--- src/rtl/idu_alu_issue.sv ---
`default_nettype none
// ============================================================================
//  Module   : idu_alu_issue
//  Purpose  : RV32I ALU-class decode plus issue buffer toward the ALU.
//             Define ALU_ISSUE_SKID_EN for a registered-ready two-entry skid
//             buffer; otherwise a single pipeline register is used.
//  Revision : 1.0 - initial release
// ============================================================================
module idu_alu_issue (
    input  logic        clk,
    input  logic        rst_n,
    input  logic        in_valid,
    output logic        in_ready,
    input  logic [31:0] inst,
    input  logic [31:0] pc,
    input  logic [31:0] rs1_data,
    input  logic [31:0] rs2_data,
    output logic        out_valid,
    input  logic        out_ready,
    output logic [3:0]  alu_op,
    output logic [31:0] alu_data1,
    output logic [31:0] alu_data2,
    output logic [4:0]  rd,
    output logic        rd_wen,
    output logic        illegal
);

    localparam logic [6:0] c_OPC_OP    = 7'b0110011;
    localparam logic [6:0] c_OPC_IMM   = 7'b0010011;
    localparam logic [6:0] c_OPC_LUI   = 7'b0110111;
    localparam logic [6:0] c_OPC_AUIPC = 7'b0010111;
    localparam logic [6:0] c_F7_ALT    = 7'b0100000;
    localparam logic [3:0] c_ALU_ADD   = 4'b0000;
    localparam logic [3:0] c_ALU_PASS  = 4'b1111;

    typedef struct packed {
        logic [3:0]  op;
        logic [31:0] d1;
        logic [31:0] d2;
        logic [4:0]  rd;
        logic        wen;
        logic        ill;
    } entry_t;

    logic [6:0] w_opcode;
    logic [2:0] w_funct3;
    logic [6:0] w_funct7;
    logic       w_alt;
    logic       w_f7_ok;
    logic       w_shift;
    logic       w_imm_ok;
    entry_t     w_dec;
    logic       w_unused;

    assign w_opcode = inst[6:0];
    assign w_funct3 = inst[14:12];
    assign w_funct7 = inst[31:25];
    assign w_alt    = (w_funct7 == c_F7_ALT);
    assign w_f7_ok  = (w_funct7 == 7'd0) || w_alt;
    assign w_shift  = (w_funct3 == 3'b001) || (w_funct3 == 3'b101);
    assign w_imm_ok = (w_funct3 == 3'b001) ? (w_funct7 == 7'd0) :
                      (w_funct3 == 3'b101) ? w_f7_ok : 1'b1;
    // rs1 index is resolved by the register file before this stage
    assign w_unused = ^inst[19:15];

    always_comb begin
        w_dec.op  = c_ALU_PASS;
        w_dec.d1  = 32'd0;
        w_dec.d2  = 32'd0;
        w_dec.rd  = 5'd0;
        w_dec.wen = 1'b0;
        w_dec.ill = 1'b1;
        case (w_opcode)
            c_OPC_OP: begin
                if ((w_funct7 == 7'd0) ||
                    (w_alt && ((w_funct3 == 3'b000) || (w_funct3 == 3'b101)))) begin
                    w_dec.op  = {w_funct3, w_alt};
                    w_dec.d1  = rs1_data;
                    w_dec.d2  = rs2_data;
                    w_dec.ill = 1'b0;
                end
            end
            c_OPC_IMM: begin
                if (w_imm_ok) begin
                    w_dec.op  = {w_funct3, (w_funct3 == 3'b101) && w_alt};
                    w_dec.d1  = rs1_data;
                    w_dec.d2  = w_shift ? {27'd0, inst[24:20]}
                                        : {{20{inst[31]}}, inst[31:20]};
                    w_dec.ill = 1'b0;
                end
            end
            c_OPC_LUI: begin
                w_dec.op  = c_ALU_PASS;
                w_dec.d2  = {inst[31:12], 12'd0};
                w_dec.ill = 1'b0;
            end
            c_OPC_AUIPC: begin
                w_dec.op  = c_ALU_ADD;
                w_dec.d1  = pc;
                w_dec.d2  = {inst[31:12], 12'd0};
                w_dec.ill = 1'b0;
            end
            default: ;
        endcase
        if (!w_dec.ill) begin
            w_dec.rd  = inst[11:7];
            w_dec.wen = |inst[11:7];
        end
    end

    entry_t r_head;
    logic   w_out_valid;
    logic   w_in_ready;
    logic   w_in_xfer;
    logic   w_out_xfer;

`ifdef ALU_ISSUE_SKID_EN
    localparam logic [1:0] c_EMPTY = 2'd0;
    localparam logic [1:0] c_ONE   = 2'd1;
    localparam logic [1:0] c_FULL  = 2'd2;

    logic [1:0] r_state;
    logic [1:0] w_state_nxt;
    logic       r_in_ready;
    entry_t     r_tail;

    always_ff @(posedge clk or negedge rst_n) begin
        if (!rst_n) begin
            r_state    <= c_EMPTY;
            r_in_ready <= 1'b0;
        end else begin
            r_state    <= w_state_nxt;
            r_in_ready <= (w_state_nxt != c_FULL);
        end
    end

    always_comb begin
        w_in_xfer   = in_valid & r_in_ready;
        w_out_xfer  = w_out_valid & out_ready;
        w_state_nxt = r_state;
        case (r_state)
            c_EMPTY: if (w_in_xfer) w_state_nxt = c_ONE;
            c_ONE: begin
                if (w_in_xfer && !w_out_xfer)      w_state_nxt = c_FULL;
                else if (w_out_xfer && !w_in_xfer) w_state_nxt = c_EMPTY;
            end
            c_FULL:  if (w_out_xfer) w_state_nxt = c_ONE;
            default: w_state_nxt = c_EMPTY;
        endcase
    end

    always_comb begin
        w_out_valid = (r_state != c_EMPTY);
        w_in_ready  = r_in_ready;
    end

    // head is always the oldest entry; tail only fills while head is stalled
    always_ff @(posedge clk or negedge rst_n) begin
        if (!rst_n) begin
            r_head <= '0;
            r_tail <= '0;
        end else begin
            case (r_state)
                c_EMPTY: if (w_in_xfer) r_head <= w_dec;
                c_ONE: begin
                    if (w_in_xfer && w_out_xfer) r_head <= w_dec;
                    else if (w_in_xfer)          r_tail <= w_dec;
                end
                c_FULL:  if (w_out_xfer) r_head <= r_tail;
                default: ;
            endcase
        end
    end
`else
    logic r_valid;

    assign w_out_valid = r_valid;
    assign w_in_ready  = ~r_valid | out_ready;
    assign w_in_xfer   = in_valid & w_in_ready;
    assign w_out_xfer  = r_valid & out_ready;

    always_ff @(posedge clk or negedge rst_n) begin
        if (!rst_n) begin
            r_valid <= 1'b0;
            r_head  <= '0;
        end else if (w_in_xfer) begin
            r_valid <= 1'b1;
            r_head  <= w_dec;
        end else if (w_out_xfer) begin
            r_valid <= 1'b0;
        end
    end
`endif

    assign in_ready  = w_in_ready;
    assign out_valid = w_out_valid;
    assign alu_op    = r_head.op;
    assign alu_data1 = r_head.d1;
    assign alu_data2 = r_head.d2;
    assign rd        = r_head.rd;
    assign rd_wen    = r_head.wen;
    assign illegal   = r_head.ill;

endmodule
`default_nettype wire

--- config.mk ---
export PLATFORM = sky130hd
export DESIGN_NAME = idu_alu_issue
export DESIGN_NICKNAME = d
export VERILOG_FILES = /design/src/rtl/idu_alu_issue.sv
export SDC_FILE = /design/constraint.sdc
export NUM_CORES = 1
export LEC_CHECK = 0
export CELL_PAD_IN_SITES_DETAIL_PLACEMENT = 1
export CELL_PAD_IN_SITES_GLOBAL_PLACEMENT = 1
export CORE_MARGIN = 4
export CORE_UTILIZATION = 28
export DETAILED_ROUTE_END_ITERATION = 6
export PLACE_DENSITY_LB_ADDON = 0.1
export SYNTH_ARGS = -nofsm -noshare
export SYNTH_HDL_FRONTEND = slang
export SYNTH_SLANG_ARGS = --single-unit
--- constraint.sdc ---
create_clock -name clk -period 2.3 [get_ports clk]
set_clock_uncertainty 0.05 [all_clocks]
set_input_delay 0.575 -clock clk [delete_from_list [all_inputs] [get_ports clk]]
set_output_delay 0.575 -clock clk [all_outputs]
set_load 0.1 [all_outputs]
==> summary.md <==
| Metric | Value |
|---|---|
| Leak | `2.845 nW` |
| Cts hold-fix bufs | `0` |
| Area Overhead vs Synth | `71.08%` |
| Critical-path cell list | `clkdlybuf4s50_1, nor2b_4, clkinvlp_4, buf_12` |
| Vias | `between 4000 and 5000` |
| Prevailing post-synth register cell | `dfrtp_1` |
| Initial antenna violation count | `0` |
| Post-synthesis compound-gate area fraction | `0.3016` |
| Die Area | `around 16000 sq um` |
| CP max stage cell | `clkdlybuf4s50_1` |
| Final Wtd Congestion | `0.7878` |
| Synth cell types | `42` |
| Final period utilization | `0.9668` |
| Drt via density | `roughly 5.2` |
| I/O pin total | `209` |
| Max incr delay on CP | `450 ps` |
| R2R Setup Slk | `540 ps` |
| Synth Area per Inst | `9.166 sq um` |
| Relative slew slack | `0.5633` |
| F_max | `between 0.4 and 0.5 GHz` |
| Max-slew violations | `0` |
| GRT Util Overall | `0.1996` |
| Vias in the first global route | `~4700` |
| Adder-Cell Fraction of Synth Area | `0` |
| Core area | `around 14000 sq um` |
| Fin. Hold Viols | `0` |
| Port bufs | `208` |
| Max H-tree Level | `3` |
| Final setup vio count | `0` |
| Max Fanout on Critical Path | `6` |
| CP Class | `in -> out` |
| Clk slew on worst S/H paths | `60 ps` |
| First-pass GRT wire length | `around 26 mm` |
| Worst min-delay path category | `in -> async` |
| Max-cap viol count | `0` |
| DP Worst Slack | `-511.2 ps` |
| Chip width | `126.6 microns` |
| Run status | `finished clean` |
| Largest net degree at the start of global routing | `44` |
| XOR/XNOR Fraction of Synth Area | `0.002222` |
| Dpl hpwl | `11.89 mm` |
| Wirelength, routed | `15.86 mm` |
| Synth Net Count | `562` |
| Most frequent cells in the layout | `clkdlybuf4s50_1, buf_4, dfrtp_1` |
| Minimum clock period | `2224 ps` |
| Share of layout cells above drive strength 1 | `0.2439` |
| CP top delay family | `buffers and inverters` |
| # diodes | `0` |
| Worst VDD drop | `0.2422 mV` |
| Synthesis warning total | `0` |
| CTS Buffer Depth | `2` |
| CP arrival | `1600 ps` |
| Largest family of logic cells by synthesized area | `compound AO/OA/AOI/OAI gates` |
| Simple-Gate Fraction of Synth Area | `0.1562` |
| #FFs+latches synth | `76` |
| Insertion delay to the later sink of the worst-skew pair | `330 ps` |
| Commonest non-fill, non-tap cell in the layout | `clkdlybuf4s50_1` |
| Starting DRT DRC Count | `246` |
| Number of synthesized flops with an enable pin | `0` |
| CTS tree | `built` |
| Fin Hold WS | `142.6 ps` |
| Routed Antenna Nets | `0` |
| Mux share of post-synthesis cell area | `0.002540` |
| Synth async-reset ratio | `1.000` |
| Worst path buffer plus inverter count | `3` |
| Worst setup EP type | `output port` |
| CTS Buf Count | `9` |
| Final net count | `779` |
| Cell Pwr Density | `544.2 nW/um^2` |
| Share of the core filled with cells | `0.4876` |
| Clk root buf | `clkbuf_16` |
| Worst endpoint required time | `1670 ps` |
| Grt ovf | `0` |
| CTS sink cnt | `76` |
| Synthesized area | `3941 sq um` |
| Power after layout | `~3.7 mW` |
| Cells after synthesis | `430` |
| Die Span Y | `126.6 microns` |
| Initial Util | `0.2850` |
| Routed WL per cell | `roughly 19 microns` |
| Least-Margin Pin Slew | `655.1 ps` |
| CP Launch Type | `primary input` |
| RSZ-0062 raised after global routing | `false` |
| DRC | `0` |
| Register area share after synthesis | `0.4825` |
| Initial DRT Pass Iterations | `4` |
| Final WS setup | `76.34 ps` |
| FP Rows | `43` |
Yosys cell counts, drive strengths merged (2+ instances only):
cell,count,share of area
a32oi,39,0.087
nand3,38,0.048
nor2b,8,0.013
dfrtp,76,0.48
nor2,6,0.0057
inv,3,0.0029
or4,2,0.0048
nand4,4,0.0063
a22oi,20,0.042
a41oi,3,0.0067
nor3,2,0.0025
a31oi,2,0.0032
o31ai,20,0.042
o211ai,4,0.0076
o21ai,71,0.093
nor4b,2,0.0044
clkbuf,42,0.040
buf,6,0.012
a21boi,3,0.0057
nand2,64,0.061
metrics by stage:
stage                     instance area [sq um]  instances  TNS, ps
after CTS                                  6723        830        0
after global routing                       6743        832        0
after global placement                     6384        814   -15360
after detailed placement                   6384        814   -18850
final                                      6743        832        0
after floorplan                            3974        430    -1376
layout make-up:
type	instances	area, sq um
Inverter	3	15.01
Sequential cell	76	1906
Clock buffer	11	232.7
Clock inverter	5	100.1
Timing Repair Buffer	254	2402
Multi-Input combinational cell	303	1862
Fill cell	1595	7084
Tap cell	180	225.2
final timing paths:
check	startpoint	end	cells past startpoint
hold / removal	rst_n	alu_data1[7]	1
setup / recovery	out_ready	in_ready	4
max in group asynchronous	rst_n	alu_data2[10]	2
setup reg to reg	out_valid	alu_data2[25]	6
hold reg to reg	rd[1]	rd[1]	2
min in group clk	rd[1]	rd[1]	2
repair_timing:
| item | in CTS | in global routing |
|---|---|---|
| gates resized for setup | 1 | 1 |
| setup buffers | 0 | 2 |
| pin swaps | 0 | 1 |
| endpoints found under the setup margin | 7 | 33 |
power breakdown:
group          switching (mW)  internal, mW
registers             0.00815          1.35
clock network           0.552          1.06
logic                   0.374         0.327
total                   0.934          2.74
layer usage:
layer	routed length (microns)	track usage	vias to the layer above	share of wire
met5	0	0	-	0
met1	6882	0.2639	2095	0.43
li1	-	-	2059	-
met2	7649	0.3229	155	0.48
met4	301	0.07003	0	0.019
met3	1025	0.04421	21	0.065
cells by family (layout without fill, tap and decap cells):
family | after synthesis | after routing
compound gates | 169 | 169
simple gates | 132 | 132
xor+xnor | 1 | 1
buf+inv | 51 | 273
mux | 1 | 1
flops | 76 | 76
worst register-to-register path: stages, from the launching register on:
cell and delay (ps):
dfrtp_4 470, nor2b_4 150, clkinvlp_4 120, and2_2 290, nand4_1 180, buf_12 210, o21ai_0 200
sequential cells by signal, summed over array words and instances, names as in the netlist:
signal / flops
out_valid: 1
alu_op: 4
illegal: 1
rd: 5
rd_wen: 1
alu_data2: 32
alu_data1: 32
Note: power is estimated with default switching activity, not from simulation.
